==> config.mk <==
export PLATFORM = sky130hd
export DESIGN_NAME = pc_predict_fetch
export DESIGN_NICKNAME = d
export VERILOG_FILES = /design/src/rtl/fetch_pkg.sv /design/src/rtl/pc_btb_table.sv /design/src/rtl/pc_predict_fetch.sv
export SDC_FILE = /design/constraint.sdc
export NUM_CORES = 2
export LEC_CHECK = 0
export ABC_AREA = 1
export CAP_MARGIN = 0
export CORE_AREA = 8 8 333 335
export DETAILED_ROUTE_END_ITERATION = 8
export DIE_AREA = 0 0 341 343
export PLACE_DENSITY = 0.77
export SYNTH_ARGS = -nofsm -noshare
export SYNTH_HDL_FRONTEND = slang
export SYNTH_SLANG_ARGS = --single-unit
export TNS_END_PERCENT = 5
==> constraint.sdc <==
create_clock -name iClk -period 4.1 [get_ports iClk]
set_clock_uncertainty 0.15 [all_clocks]
set_input_delay 0.615 -clock iClk [delete_from_list [all_inputs] [get_ports iClk]]
set_output_delay 0.615 -clock iClk [all_outputs]
set_load 0.01 [all_outputs]
==> src/rtl/fetch_pkg.sv <==
// Shared types and constants for the fetch-stage PC predictor: counter encoding,
// BTB entry layout and saturating counter helpers.
package fetch_pkg;

    localparam int FETCH_XLEN = 32;

    typedef logic [1:0] ctr_t;

    localparam ctr_t CTR_SNT = 2'b00;
    localparam ctr_t CTR_WNT = 2'b01;
    localparam ctr_t CTR_WT  = 2'b10;
    localparam ctr_t CTR_ST  = 2'b11;

    // Tag is stored zero-extended to full address width so any BTB depth fits.
    typedef struct packed {
        logic                  valid;
        logic [FETCH_XLEN-1:0] tag;
        logic [FETCH_XLEN-1:0] target;
        ctr_t                  ctr;
    } btb_entry_t;

    function automatic ctr_t ctr_inc(input ctr_t c);
        return (c == CTR_ST) ? CTR_ST : ctr_t'(c + 2'b01);
    endfunction

    function automatic ctr_t ctr_dec(input ctr_t c);
        return (c == CTR_SNT) ? CTR_SNT : ctr_t'(c - 2'b01);
    endfunction

endpackage

==> src/rtl/pc_btb_table.sv <==
// Direct-mapped BTB storage: two combinational read ports (fetch lookup and
// train read-back) and one synchronous write port.
module pc_btb_table
    import fetch_pkg::*;
#(
    parameter int IDX_W = 4
) (
    input  logic                  i_clk,
    input  logic                  i_rst_n,
    input  logic [IDX_W-1:0]      i_lk_idx,
    output logic                  o_lk_valid,
    output logic [FETCH_XLEN-1:0] o_lk_tag,
    output logic [FETCH_XLEN-1:0] o_lk_target,
    output logic [1:0]            o_lk_ctr,
    input  logic [IDX_W-1:0]      i_up_idx,
    output logic                  o_up_valid,
    output logic [FETCH_XLEN-1:0] o_up_tag,
    output logic [FETCH_XLEN-1:0] o_up_target,
    output logic [1:0]            o_up_ctr,
    input  logic                  i_wr_en,
    input  logic [IDX_W-1:0]      i_wr_idx,
    input  logic                  i_wr_valid,
    input  logic [FETCH_XLEN-1:0] i_wr_tag,
    input  logic [FETCH_XLEN-1:0] i_wr_target,
    input  logic [1:0]            i_wr_ctr
);

    localparam int DEPTH = 1 << IDX_W;

    btb_entry_t r_mem [DEPTH];

    // NOTE: this array is reset because valid bits and counters have defined
    // reset values; a plain data RAM without that need should not be reset.
    always_ff @(posedge i_clk or negedge i_rst_n) begin
        if (!i_rst_n) begin
            for (int i = 0; i < DEPTH; i++) begin
                r_mem[i] <= '{valid: 1'b0, tag: '0, target: '0, ctr: CTR_WNT};
            end
        end else if (i_wr_en) begin
            r_mem[i_wr_idx] <= '{valid: i_wr_valid, tag: i_wr_tag,
                                 target: i_wr_target, ctr: i_wr_ctr};
        end
    end

    assign o_lk_valid  = r_mem[i_lk_idx].valid;
    assign o_lk_tag    = r_mem[i_lk_idx].tag;
    assign o_lk_target = r_mem[i_lk_idx].target;
    assign o_lk_ctr    = r_mem[i_lk_idx].ctr;

    assign o_up_valid  = r_mem[i_up_idx].valid;
    assign o_up_tag    = r_mem[i_up_idx].tag;
    assign o_up_target = r_mem[i_up_idx].target;
    assign o_up_ctr    = r_mem[i_up_idx].ctr;

endmodule

==> src/rtl/pc_predict_fetch.sv <==
// Fetch PC register with zero-bubble BTB prediction, redirect/stall priority
// and 2-bit saturating counter training.
module pc_predict_fetch
    import fetch_pkg::*;
#(
    parameter int              XLEN        = FETCH_XLEN,
    parameter logic [XLEN-1:0] RESET_PC    = '0,
    parameter int              BTB_ENTRIES = 16
) (
    input  logic            iClk,
    input  logic            iRstN,
    input  logic            iStallF,
    input  logic            iRedirect,
    input  logic [XLEN-1:0] iRedirectPC,
    input  logic            iUpdValid,
    input  logic [XLEN-1:0] iUpdPC,
    input  logic [XLEN-1:0] iUpdTarget,
    input  logic            iUpdTaken,
    output logic [XLEN-1:0] oPC,
    output logic            oPredTaken,
    output logic [XLEN-1:0] oPredTarget
);

    localparam int IDX_W = $clog2(BTB_ENTRIES);

    logic [XLEN-1:0]       r_pc;
    logic [XLEN-1:0]       w_next_pc;

    logic [IDX_W-1:0]      w_lk_idx;
    logic [FETCH_XLEN-1:0] w_lk_tag;
    logic                  w_lk_valid;
    logic [FETCH_XLEN-1:0] w_lk_stored_tag;
    logic [FETCH_XLEN-1:0] w_lk_target;
    logic [1:0]            w_lk_ctr;
    logic                  w_lk_hit;

    logic [IDX_W-1:0]      w_up_idx;
    logic [FETCH_XLEN-1:0] w_up_tag;
    logic                  w_up_valid;
    logic [FETCH_XLEN-1:0] w_up_stored_tag;
    logic [FETCH_XLEN-1:0] w_up_target;
    logic [1:0]            w_up_ctr;
    logic                  w_up_hit;

    logic                  w_wr_en;
    logic                  w_wr_valid;
    logic [FETCH_XLEN-1:0] w_wr_tag;
    logic [FETCH_XLEN-1:0] w_wr_target;
    ctr_t                  w_wr_ctr;

    // Byte-offset bits of the training PC never reach index or tag.
    logic                  w_unused_upd_lsb;
    assign w_unused_upd_lsb = ^iUpdPC[1:0];

    assign w_lk_idx = r_pc[IDX_W+1:2];
    assign w_lk_tag = FETCH_XLEN'(r_pc[XLEN-1:IDX_W+2]);
    assign w_up_idx = iUpdPC[IDX_W+1:2];
    assign w_up_tag = FETCH_XLEN'(iUpdPC[XLEN-1:IDX_W+2]);

    pc_btb_table #(
        .IDX_W (IDX_W)
    ) u_btb (
        .i_clk       (iClk),
        .i_rst_n     (iRstN),
        .i_lk_idx    (w_lk_idx),
        .o_lk_valid  (w_lk_valid),
        .o_lk_tag    (w_lk_stored_tag),
        .o_lk_target (w_lk_target),
        .o_lk_ctr    (w_lk_ctr),
        .i_up_idx    (w_up_idx),
        .o_up_valid  (w_up_valid),
        .o_up_tag    (w_up_stored_tag),
        .o_up_target (w_up_target),
        .o_up_ctr    (w_up_ctr),
        .i_wr_en     (w_wr_en),
        .i_wr_idx    (w_up_idx),
        .i_wr_valid  (w_wr_valid),
        .i_wr_tag    (w_wr_tag),
        .i_wr_target (w_wr_target),
        .i_wr_ctr    (w_wr_ctr)
    );

    assign w_lk_hit    = w_lk_valid && (w_lk_stored_tag == w_lk_tag);
    assign oPredTaken  = w_lk_hit && w_lk_ctr[1];
    assign oPredTarget = w_lk_hit ? XLEN'(w_lk_target) : '0;

    assign w_up_hit = w_up_valid && (w_up_stored_tag == w_up_tag);

    // NOTE: every output is given a default before the branches so no path
    // leaves a signal unassigned, which would otherwise infer a latch.
    always_comb begin
        w_wr_en     = 1'b0;
        w_wr_valid  = w_up_valid;
        w_wr_tag    = w_up_stored_tag;
        w_wr_target = w_up_target;
        w_wr_ctr    = w_up_ctr;
        if (iUpdValid) begin
            if (w_up_hit) begin
                w_wr_en = 1'b1;
                if (iUpdTaken) begin
                    w_wr_ctr    = ctr_inc(w_up_ctr);
                    w_wr_target = FETCH_XLEN'(iUpdTarget);
                end else begin
                    w_wr_ctr    = ctr_dec(w_up_ctr);
                end
            end else if (iUpdTaken) begin
                w_wr_en     = 1'b1;
                w_wr_valid  = 1'b1;
                w_wr_tag    = w_up_tag;
                w_wr_target = FETCH_XLEN'(iUpdTarget);
                w_wr_ctr    = CTR_WT;
            end
        end
    end

    always_comb begin
        w_next_pc = r_pc + XLEN'(4);
        if (iRedirect) begin
            w_next_pc = iRedirectPC;
        end else if (iStallF) begin
            w_next_pc = r_pc;
        end else if (oPredTaken) begin
            w_next_pc = oPredTarget;
        end
    end

    // NOTE: state is updated with non-blocking assignments so every flop
    // samples pre-edge values regardless of statement order.
    always_ff @(posedge iClk or negedge iRstN) begin
        if (!iRstN) begin
            r_pc <= RESET_PC;
        end else begin
            r_pc <= w_next_pc;
        end
    end

    assign oPC = r_pc;

endmodule

-- Yosys cells after proc, flatten, opt, wreduce, memory -nomap -nowiden
Index checks and enable logic that the tools add are counted.
W data, S select, Z words.
- bits in registers: 1104
- input port bits: 102
- output and inout port bits: 65
- word-level logic and storage cells: 112
- add/sub/neg operators: 3
- $lt $le $gt $ge: 3
- equality and inequality tests: 4
- multiplexer cells: 30
- bitwise operators: 2
- reduce and logical (&&, ||, !) cells: 5
- operators with widths (operator ; number):
    $bwmux W1072 ; 1
    $bmux W67 S4 ; 2
    $mux W67 ; 5
    $mux W32 ; 9
    $demux W67 S4 ; 1
    $eq A32 B26 Y1 ; 2
    $add A32 B3 Y32 const B ; 1
    $mux W2 ; 6
    $ge A5 B5 Y1 const B ; 2
    $not A4 Y5 ; 2
    $mux W1 ; 6
    $lt A5 B1 Y1 const B ; 1
    $logic_and A1 B1 Y1 ; 4
    $add A2 B1 Y2 const B ; 1
    $eq A2 B2 Y1 const B ; 1
    $logic_not A2 Y1 ; 1
    $ne A2 B1 Y1 const B ; 1
    $sub A2 B1 Y2 const B ; 1

-- Logic depth before layout (Yosys ltp)
- word-level depth: 10
- mapped depth: 26
- depth with buffers taken out: 20

-- Hierarchy
From an unflattened synthesis, not the netlist that was laid out.
- cell total of the unflattened synthesis: 10218
- area total of the unflattened synthesis: 67334.6 um^2
- modules (own cells, without submodules) (module ; instances ; cells an instance ; area each (um^2) ; seq. area each (um^2)):
    pc_btb_table ; 1 ; 9218 ; 62078.3 ; 26845.7
    pc_predict_fetch ; 1 ; 1000 ; 5256.3 ; 800.8

-- Worst setup path before layout
No wires, ideal clock.
- kind: register to output
- start: register r_pc[2] (netlist: oPC[2])
- end: output port oPredTaken
- arrival time: 2.631 ns
- required time: 3.335 ns
- slack: 0.704 ns
- cell stages (with the launch flop): 18
- path buffers: 4
- path through: dfrtp_1 > buf_2 > inv_2 > buf_2 > clkbuf_1 > o211ai_1 > nand3_1 > nand3_1 > nand2_1 > nand2_1 > nand2_1 > nand2_1 > nor2_1 > nand3_1 > nor2_1 > nand2_1 > clkbuf_1 > inv_1
- longest elaborated chain between the ends: 7
- RTL lines (element ; line ; source):
    from (decl) ; pc_predict_fetch.sv:26 ; logic [XLEN-1:0] r_pc;
    from (signal assigned) ; pc_predict_fetch.sv:133 ; r_pc <= w_next_pc;
    $not A4 Y5 (implied by the code) * ; pc_btb_table.sv:45, pc_btb_table.sv:46, pc_btb_table.sv:48 ;
    $bmux W67 S4 * ; pc_btb_table.sv:45, pc_btb_table.sv:46, pc_btb_table.sv:48 ;
    $mux W67 (implied by the code) * (2 in a row) ; pc_btb_table.sv:45 ; assign o_lk_valid = r_mem[i_lk_idx].valid;
    $eq A32 B26 Y1 ; pc_predict_fetch.sv:83 ; assign w_lk_hit = w_lk_valid && (w_lk_stored_tag == w_lk_tag);
    $logic_and A1 B1 Y1 ; pc_predict_fetch.sv:83 ;
    $logic_and A1 B1 Y1 * ; pc_predict_fetch.sv:84 ; assign oPredTaken = w_lk_hit && w_lk_ctr[1];
    to (decl) ; pc_predict_fetch.sv:20 ; output logic oPredTaken,
Mark *: on every way between the ends. The rest lies on a longest branch, timed or not. The select of a mux whose other input is x is not followed.

-- Worst setup path in the final report
Same ends and word-level chain as after synthesis.

==> qor_table.md <==
| Metric | Reported |
| --- | --- |
| Type of the setup path with the least slack | reg2out |
| Post-CTS clock slew at the launch and capture registers of the worst setup and hold paths | 0.06 ns |
| Period Utilization, post-route | 110.3% |
| 1st-pass router iterations | 7 |
| Number of warnings reported in the yosys synthesis log | 0 |
| Insertion delay of the later-clocked pin in the worst-skew pair | 0.76 ns |
| GPL Wtd Cong | 1.015 |
| Number of buffers on the longest clock path | 3 |
| Count of unique library cells instantiated by Yosys | 43 |
| Kind of launch point of the worst setup path | flip-flop |
| Area share of and/or/nand/nor cells after synthesis | 31.04% |
| Number of sinks on the clock net | 1104 |
| Post-synthesis xor/xnor area fraction | 0.3488% |
| Post-Synthesis Cells | 9030 |
| GRT Overall Usage | 41.32% |
| Run status | finished, violations left |
| Site Rows | 120 |
| Via count of the first global-routing pass | 64.25k |
| Total Power | 32440 µW |
| Adder-cell share of the synthesized area | 0.01993% |
| Crit path time final | 4.524 ns |
| Flops & latches, synth | 1104 |
| Layout area overhead | 16.99% |
| Static Leak | 0.03604 µW |
| Relative max-transition margin | 17.60% |
| Summed instance area of the synthesized netlist | 62780 µm² |
| Sequential Power Share | 41.5% |
| CTS tree | yes |
| Sequential-to-total area share from yosys stat | 44.04% |
| Internal power of the cells | 21640 µW |
| Antenna violation net count after detailed routing | 0 |
| Core outline area | 105900 µm² |
| Setup repair after global routing missed its margin | yes |
| Number of failing hold endpoints at the final stage | 0 |
| Buffers on Ports | 164 |
| Combinational fraction of design power | 23.9% |
| Number of buffers created by CTS | 118 |
| Net count after synthesis | 9133 |
| Tightest Hold Check Type | reg2reg |
| Maximum number of pins on one net before global-route repair | 117 |
| Critical path peak fanout | 8 |
| Number of I/O pins | 167 |
| Starting density of the core | 59.31% |
| Cell Pwr Density | 441.7 nW/µm² |
| Required @ worst endpoint | 3.34 ns |
| Nets | 9247 |
| Maximum vdd drop | 0.3828 mV |
| Multiplexer fraction of the synthesized cell area | 0% |
| Synth Area in Compound Gates | 16.47% |
| Dominant combinational cell family by area after synthesis | simple AND/OR/NAND/NOR gates |
| Power dissipated by switching net loads | 10800 µW |
| Horizontal die dimension | 341 µm |
| Violated checks | setup timing |
| Layout cell share with drive strength beyond 1 | 9.501% |
| Antenna violations before repair | 4 |
| Endpoint class of the critical path | output pin |
| Final-report max-slew violation count | 0 |
| Post-synthesis area per instance | 6.952 µm² |
| Root Buffer | sky130_fd_sc_hd__clkbuf_16 |
| Max Clock Freq | 0.2210 GHz |
| DRC | 0 |
| Number of levels the H-tree was split into | 3 |
| Global route total overflow | 0 |
| Iteration-0 DRC Markers | 10.17k |
| Area of the die | 117000 µm² |
| Switching Share | 33.29% |
| Filler instances | 8581 |
| Sum Neg Setup Slack | -12.96 ns |
| Final Worst Setup Slack | -0.4242 ns |
| DR vias | 66.94k |
| Detail Placement HPWL | 151000 µm |
| Wire length of the first global-routing pass | 376200 µm |
| Tightest Pin Transition | 1.236 ns |
| Detailed Route WL | 248200 µm |
| Via density per instance | 6.287 |
| Arrival time worst endpoint | 3.76 ns |
| Vertical extent of the die | 343 µm |
| Fraction of power consumed by the clock network | 34.6% |
| Max-cap violation count | 0 |
| Final setup violation count | 33 |
| Routed length per placed instance | 23.31 µm |
## power by group through the flow
stage	clock network [µW]	logic [µW]	registers, µW
floorplan	0	4400	13300
global placement	0	7100	13500
detailed placement	0	7300	13600
CTS	11200	7500	13400
global route	11600	8450	13600
finish	11200	7760	13500
## flip-flops by register name, summed over array words and instances, names as in the netlist
| register | flops |
|---|---|
| oPC | 32 |
| u_btb.r_mem | 1072 |
## routing by layer
metal	part of all wire (%)	global-route usage (%)	vias up
met2	42	61.15	4983
met1	35	50.59	31135
met5	0.014	0	-
met4	9.5	31.85	4
met3	14	12.41	1352
li1	-	-	29469
## final cells by class
cell class	instances	area, µm²	share of cell area [%]
timing repair inverter	1	11.26	0.01533
antenna	4	10.01	0.01363
tap	1403	1755	2.390
inverter	478	1834	2.498
multi-input combinational	6750	30480	41.50
clock inverter	39	571.8	0.7786
timing repair buffer	691	7697	10.48
clock buffer	178	3428	4.668
sequential	1104	27660	37.66
## cell usage after synthesis
library cell | n | share of area (%)
sky130_fd_sc_hd__nand2_1 | 3957 | 24
sky130_fd_sc_hd__dfrtp_1 | 1088 | 43
sky130_fd_sc_hd__o21ai_0 | 694 | 5.5
sky130_fd_sc_hd__nand3_1 | 517 | 4.1
sky130_fd_sc_hd__inv_1 | 470 | 2.8
sky130_fd_sc_hd__nor2_1 | 426 | 2.5
sky130_fd_sc_hd__clkbuf_1 | 365 | 2.2
sky130_fd_sc_hd__o21ai_1 | 272 | 2.2
sky130_fd_sc_hd__a21oi_1 | 234 | 1.9
sky130_fd_sc_hd__buf_2 | 211 | 1.7
sky130_fd_sc_hd__o211ai_1 | 185 | 2.2
sky130_fd_sc_hd__a22oi_1 | 162 | 1.9
sky130_fd_sc_hd__buf_1 | 67 | 0.40
sky130_fd_sc_hd__buf_6 | 49 | 0.88
sky130_fd_sc_hd__a32o_1 | 36 | 0.57
sky130_fd_sc_hd__a31oi_1 | 35 | 0.35
sky130_fd_sc_hd__a211oi_1 | 33 | 0.39
sky130_fd_sc_hd__o311ai_0 | 30 | 0.42
sky130_fd_sc_hd__nor3_1 | 29 | 0.23
sky130_fd_sc_hd__nand4_1 | 25 | 0.25
sky130_fd_sc_hd__xor2_1 | 24 | 0.33
sky130_fd_sc_hd__o22ai_1 | 22 | 0.22
sky130_fd_sc_hd__dfstp_2 | 16 | 0.67
sky130_fd_sc_hd__nand2_2 | 12 | 0.12
sky130_fd_sc_hd__a21boi_4 | 10 | 0.30
sky130_fd_sc_hd__a221oi_1 | 8 | 0.11
sky130_fd_sc_hd__o2bb2ai_1 | 7 | 0.098
sky130_fd_sc_hd__a21boi_1 | 6 | 0.072
sky130_fd_sc_hd__buf_4 | 6 | 0.072
sky130_fd_sc_hd__inv_2 | 5 | 0.030
sky130_fd_sc_hd__a221o_1 | 4 | 0.064
sky130_fd_sc_hd__a22o_1 | 4 | 0.056
sky130_fd_sc_hd__o21bai_1 | 4 | 0.048
sky130_fd_sc_hd__o32ai_1 | 4 | 0.056
sky130_fd_sc_hd__clkinv_1 | 3 | 0.018
sky130_fd_sc_hd__nor2_2 | 3 | 0.030
sky130_fd_sc_hd__ha_1 | 1 | 0.020
sky130_fd_sc_hd__nand2_4 | 1 | 0.018
sky130_fd_sc_hd__nand3_4 | 1 | 0.028
sky130_fd_sc_hd__nand3b_1 | 1 | 0.012
sky130_fd_sc_hd__nor2_4 | 1 | 0.018
sky130_fd_sc_hd__nor4_1 | 1 | 0.010
sky130_fd_sc_hd__xnor2_1 | 1 | 0.014
## through the flow
| stage | std cells | hold slack (ns) | utilization [%] | instance area, µm² | worst slack, ns |
|---|---|---|---|---|---|
| global placement | 10406 | 0.3034 | 65.17 | 68980 | -0.1675 |
| floorplan | 9030 | 0.1694 | - | 62780 | 0.7037 |
| finish | 10648 | 0.3204 | 69.38 | 73440 | -0.4242 |
| CTS | 10641 | 0.3194 | 69.26 | 73310 | -0.2992 |
| detailed placement | 10406 | 0.3076 | 65.17 | 68980 | -0.2319 |
| global route | 10644 | 0.3295 | 69.37 | 73430 | -0.5719 |
## path summary, 6_finish.rpt
path | from | endpoint | slack [ns] | cells after the start
max | oPC[2] | oPredTaken | -0.42 | 22
min | u_btb.r_mem[737] | u_btb.r_mem[737] | 0.32 | 2
max reg2reg | oPC[2] | oPC[27] | 0.33 | 23
min reg2reg | u_btb.r_mem[737] | u_btb.r_mem[737] | 0.32 | 2
max in group asynchronous | iRstN | oPC[4] | 2.33 | 3
min in group asynchronous | iRstN | u_btb.r_mem[263] | 0.40 | 2
## worst max-delay path, stage by stage, from the launching register on
cell and delay, ns:
sky130_fd_sc_hd__dfrtp_4 0.61, sky130_fd_sc_hd__buf_12 0.22, sky130_fd_sc_hd__buf_16 0.16, sky130_fd_sc_hd__buf_4 0.15, sky130_fd_sc_hd__nor2_1 0.09, sky130_fd_sc_hd__nor2_1 0.05
sky130_fd_sc_hd__o21ai_0 0.09, sky130_fd_sc_hd__nand2_1 0.09, sky130_fd_sc_hd__nand2_1 0.11, sky130_fd_sc_hd__nand2_4 0.10, sky130_fd_sc_hd__inv_2 0.08, sky130_fd_sc_hd__buf_4 0.09
sky130_fd_sc_hd__nand3_1 0.06, sky130_fd_sc_hd__nand2_1 0.10, sky130_fd_sc_hd__nand2_1 0.05, sky130_fd_sc_hd__nor2_1 0.11, sky130_fd_sc_hd__nand3_1 0.12, sky130_fd_sc_hd__nor2_4 0.20
sky130_fd_sc_hd__buf_4 0.13, sky130_fd_sc_hd__buf_4 0.10, sky130_fd_sc_hd__nand2_1 0.06, sky130_fd_sc_hd__inv_1 0.08, sky130_fd_sc_hd__buf_2 0.13
## logic make-up (layout without fill, tap and decap cells)
| group | count (synthesis) | in the layout |
|---|---|---|
| compound gates | 1750 | 1750 |
| xor+xnor | 25 | 25 |
| fa+ha+maj | 1 | 1 |
| buf+inv | 1176 | 1387 |
| flops | 1104 | 1104 |
| other cells | 0 | 4 |
| simple gates | 4974 | 4974 |
## layout by cell type, fill, tap and decap left out, types with 162 or more instances in the layout
master	n
sky130_fd_sc_hd__a21oi_1	231
sky130_fd_sc_hd__a22oi_1	162
sky130_fd_sc_hd__buf_12	162
sky130_fd_sc_hd__buf_4	346
sky130_fd_sc_hd__dfrtp_1	1085
sky130_fd_sc_hd__inv_1	457
sky130_fd_sc_hd__nand2_1	3926
sky130_fd_sc_hd__nand3_1	508
sky130_fd_sc_hd__nor2_1	411
sky130_fd_sc_hd__o211ai_1	185
sky130_fd_sc_hd__o21ai_0	684
sky130_fd_sc_hd__o21ai_1	282
## repair_timing
item	CTS	global route
resized for setup	201	30
gates cloned	6	0
setup buffers	11	3
hold buffers	1	0
hold endpoints to repair	53	0
endpoints found under the setup margin	33	35
pin swaps	8	5
No activity file was read; power rests on OpenSTA's default activity.
